File: config.mk
export PLATFORM = sky130hd
export DESIGN_NAME = mem_arbiter
export DESIGN_NICKNAME = d
export VERILOG_FILES = /design/src/rtl/mem_arbiter.sv
export SDC_FILE = /design/constraint.sdc
export NUM_CORES = 1
export LEC_CHECK = 0
export CAP_MARGIN = 20
export CORE_UTILIZATION = 45
export DETAILED_ROUTE_END_ITERATION = 6
export PLACE_DENSITY = 0.85
export SLEW_MARGIN = 30
export SYNTH_ARGS = -nofsm -noshare
export SYNTH_HDL_FRONTEND = slang
export SYNTH_SLANG_ARGS = --single-unit
File: constraint.sdc
create_clock -name clk -period 2.8 [get_ports clk]
set_clock_uncertainty 0.15 [all_clocks]
set_input_delay 0.42 -clock clk [delete_from_list [all_inputs] [get_ports clk]]
set_output_delay 0.42 -clock clk [all_outputs]
set_load 0.005 [all_outputs]
File: src/rtl/mem_arbiter.sv
// Two-port memory arbiter: a fetch port and a data port share one RAM.
// Simultaneous requests are granted round-robin. Each access holds the RAM
// address for WAIT cycles, then pulses the granted port's ack for one cycle.
// The RAM read data is asynchronous and is captured into a registered rdata.
module mem_arbiter #(
  parameter int WAIT = 2
) (
  input  logic        clk,
  input  logic        reset,
  input  logic        f_req,
  input  logic [15:0] f_addr,
  output logic        f_ack,
  output logic [15:0] f_rdata,
  input  logic        d_req,
  input  logic        d_we,
  input  logic [15:0] d_addr,
  input  logic [15:0] d_wdata,
  output logic        d_ack,
  output logic [15:0] d_rdata,
  output logic        busy,
  output logic [15:0] Ma,
  output logic [15:0] Mwd,
  output logic        Mwen,
  input  logic [15:0] Mrd
);

  typedef enum logic [1:0] {
    IDLE   = 2'd0,
    ACCESS = 2'd1,
    HOLD   = 2'd2
  } state_t;

  state_t      state;
  state_t      next_state;
  logic [3:0]  cnt;
  logic        last_grant;
  logic        cur_d;
  logic        cur_we;
  logic        grant_any;
  logic        grant_d;

  // Arbitration: a lone requester wins; on a tie, the port not granted last time wins.
  always_comb begin
    grant_any = f_req | d_req;
    grant_d   = d_req & (~f_req | ~last_grant);
  end

  // State register.
  always_ff @(posedge clk) begin
    if (reset) state <= IDLE;
    else       state <= next_state;
  end

  // Next-state logic: IDLE until a request, ACCESS until the wait counter expires, one HOLD cycle.
  always_comb begin
    next_state = state;
    case (state)
      IDLE:    if (grant_any) next_state = ACCESS;
      ACCESS:  if (cnt == 4'd0) next_state = HOLD;
      HOLD:    next_state = IDLE;
      default: next_state = IDLE;
    endcase
  end

  // Datapath: grant capture, wait countdown, read-data capture and ack pulses.
  always_ff @(posedge clk) begin
    if (reset) begin
      cnt        <= 4'd0;
      last_grant <= 1'b0;
      cur_d      <= 1'b0;
      cur_we     <= 1'b0;
      Ma         <= 16'h0000;
      Mwd        <= 16'h0000;
      Mwen       <= 1'b0;
      f_ack      <= 1'b0;
      d_ack      <= 1'b0;
      f_rdata    <= 16'h0000;
      d_rdata    <= 16'h0000;
    end else begin
      case (state)
        IDLE: begin
          if (grant_any) begin
            cnt        <= 4'(WAIT - 1);
            last_grant <= grant_d;
            cur_d      <= grant_d;
            cur_we     <= grant_d & d_we;
            Ma         <= grant_d ? d_addr : f_addr;
            if (grant_d && d_we) begin
              Mwd  <= d_wdata;
              Mwen <= 1'b1;
            end else begin
              Mwd  <= 16'h0000;
              Mwen <= 1'b0;
            end
          end
        end
        ACCESS: begin
          if (cnt != 4'd0) begin
            cnt <= cnt - 4'd1;
          end else begin
            Mwen <= 1'b0;
            if (cur_d) begin
              d_ack <= 1'b1;
              if (!cur_we) d_rdata <= Mrd;
            end else begin
              f_ack   <= 1'b1;
              f_rdata <= Mrd;
            end
          end
        end
        HOLD: begin
          f_ack <= 1'b0;
          d_ack <= 1'b0;
          Ma    <= 16'h0000;
          Mwd   <= 16'h0000;
          Mwen  <= 1'b0;
        end
        default: begin
          f_ack <= 1'b0;
          d_ack <= 1'b0;
        end
      endcase
    end
  end

  // Busy whenever an access is in flight.
  always_comb begin
    busy = (state != IDLE);
  end

endmodule
==> impl_results.md <==
- Overflow after GRT: 0
- #FFs+latches synth: 75
- Leak Pwr: 1.71 nW
- Initial antenna violation count: 0
- Share of layout cells above drive strength 1: 0.0690
- Hold_sp: cur_we$_SDFFE_PP0P_
- Worst Path Max Fanout: 12
- Asr flop ratio synth: 0
- CTS tree: built
- Pin count of the biggest net entering global routing: 44
- PwrDens: 861 mW/mm2
- WL/cell: 16.0 um
- Status: complete, no violations
- Max Slew Vio Count: 0
- Clock Tree Root: clkbuf_8
- Setup ws final: 0.376 ns
- Minimum clock period: 2.42 ns
- Drt total wl: 8.41 mm
- Critical Path Source Type: flop
- CTS H-tree depth: 3
- R2R depth: 5
- Vias: 2960
- Antenna diode count: 0
- Drt drc: 0
- Fin crit share: 0.866
- Critical Path End Type: output port
- Worst r2r dst: Mwd[15]$_SDFFE_PP0P_
- Place WS: 0.477 ns
- CTS clk-pin slew, worst paths: 0.08 ns
- Max Root-Sink Buffers: 2
- Cell Area, Synth: 0.00312 mm2
- Critical path's slowest cell: clkdlybuf4s50_1
- Commonest non-fill, non-tap cells in the layout: 136 x clkdlybuf4s50_1, 75 x dfxtp_1, 39 x a21oi_1
- Final setup vio count: 0
- Vias in the first global route: 2688
- Relative max-transition margin: 0.556
- NumNets Final: 520
- Iter 0 DRT Violations: 166
- Worst vdd ir: 0.424 mV
- Top-level I/O count: 137
- Crit-path most repeated cell: inv_1
- Total GRT Usage: 0.236
- Hold_buf cts: 0
- PortBufs: 136
- Fin. Hold Viols: 0
- CP endpoint: busy
- Initial Util: 0.477
- DP HPWL: 5.89 mm
- Die H: 85.2 um
- Clock Sinks: 75
- CP Class: flop to output port
- Reg-to-reg slack, setup: 0.56 ns
- Worst path max stage delay: 0.51 ns
- Worst-Margin Slew: 0.666 ns
- Placer congestion estimate: 0.872
- Skew-Pair Late Insertion Delay: 0.34 ns
- Synth-to-layout area growth: 51.5%
- Row count: 29
- Max-cap violations: 0
- Post-synth cell types: 44
- Chip width: 85.2 um
- WP data arrival: 1.85 ns
- Sequential-to-total area share from yosys stat: 0.482
- DR vias/cell: 5.63
- Synth Instances: 321
- Mean Syn Cell Area: 9.71 um2
- EDFF count, synth: 0
- DIE AREA: 0.00726 mm2
- Commonest non-fill, non-tap cell in the layout: clkdlybuf4s50_1
- R2r startpoint: state[1]$_SDFFE_PP0P_
- Setup TNS: 0 ns
- Yosys warnings: 0
- Fmax: 413 MHz
- Antenna-violating nets left: 0
- First-pass GRT wire length: 13.3 mm
- RSZ-0062 raised after global routing: false
- Tightest Hold Check Type: flop to flop
- 1st-pass router iterations: 5
- CP Launch Point: state[0]$_SDFFE_PP0P_
- Net Count, Synth: 397
- Ys flop type: dfxtp_1
- Inserted Clock Buffers: 9
- Core area: 0.00653 mm2
- Req. time, crit path: 2.23 ns
- Critical Path, Cell by Cell: inv_1 > ha_1 > inv_1 > clkdlybuf4s50_1
- Post-CTS Setup Bufs: 0
- Post-CTS Resized: 0
==> per-stage QoR <==
stage               total power, mW   util  std cells  area, um2  hold slack [ns]
floorplan                      2.36      -        321       3120            0.285
global placement               2.98  0.683        510       4460            0.294
detailed placement             3.02  0.683        510       4460            0.299
CTS                            4.07  0.723        526       4720            0.312
global route                   4.30  0.723        526       4720            0.333
finish                         4.07  0.723        526       4720            0.314
==> synth_stat cells, drive strengths merged, types with 2 or more instances <==
cell type,n,share of area
o21ai,35,0.056
nor3b,3,0.010
a31oi,2,0.0040
a211oi,3,0.0088
a311oi,2,0.0056
nand3,32,0.051
mux2i,19,0.061
a21oi,40,0.068
o2bb2ai,16,0.045
inv,7,0.0084
or3b,2,0.0064
nand4,3,0.0060
ha,7,0.028
clkbuf,11,0.014
nand2,7,0.0084
nand2b,2,0.0040
a22o,16,0.045
nor2,2,0.0024
buf,19,0.040
dfxtp,75,0.48
nor2b,4,0.0080
==> registers in the layout (all words and copies together) (netlist names), 2 cells and up <==
signal   flops
d_rdata     16
cnt          4
state        2
f_rdata     16
Ma          16
Mwd         16
==> metal layers <==
layer  up-vias  global-route usage  share of wire
met3        15              0.0574          0.068
met1      1390               0.310           0.43
met5         -                   0              0
met2       129               0.366           0.48
li1       1426                   -              -
met4         0               0.111          0.022
==> report_power, final <==
group / internal [mW] / total, mW / switching [mW]
Combinational: 0.764 / 1.58 / 0.818
Clock: 0.645 / 1.05 / 0.406
Sequential: 1.28 / 1.43 / 0.147
==> worst min-delay path by stage <==
stage / endpoint / slack (ns) / cells past startpoint
floorplan: cur_we$_SDFFE_PP0P_ / 0.29 / 2
CTS: cur_we$_SDFFE_PP0P_ / 0.31 / 2
global placement: Ma[15]$_SDFFE_PP0P_ / 0.29 / 1
finish: cur_we$_SDFFE_PP0P_ / 0.31 / 2
global route: Ma[6]$_SDFFE_PP0P_ / 0.33 / 1
detailed placement: Ma[6]$_SDFFE_PP0P_ / 0.30 / 1
==> worst max-delay path, delay by kind of cell, from the launching register on <==
| family | cells | cell delay (ns) |
|---|---|---|
| buffers and inverters | 3 | 0.76 |
| flip-flops | 1 | 0.41 |
| adder cells (fa/ha/maj) | 1 | 0.34 |
==> logic make-up after synthesis <==
kind of cell,synth area share
AOI/OAI and AO/OA,0.252
adders and majority gates,0.0281
buffers and inverters,0.0631
DFF,0.482
muxes,0.0610
and+or+nand+nor,0.114
==> area by class of cell <==
type                       instances  area (um2)
fill                             491        1810
sequential                        75        1500
multi-input combinational        209        1430
timing repair buffer             142        1410
clock buffer                      11         151
clock inverter                     5         108
tap                               77        96.3
inverter                           7        26.3
No activity file was read; power rests on OpenSTA's default activity.
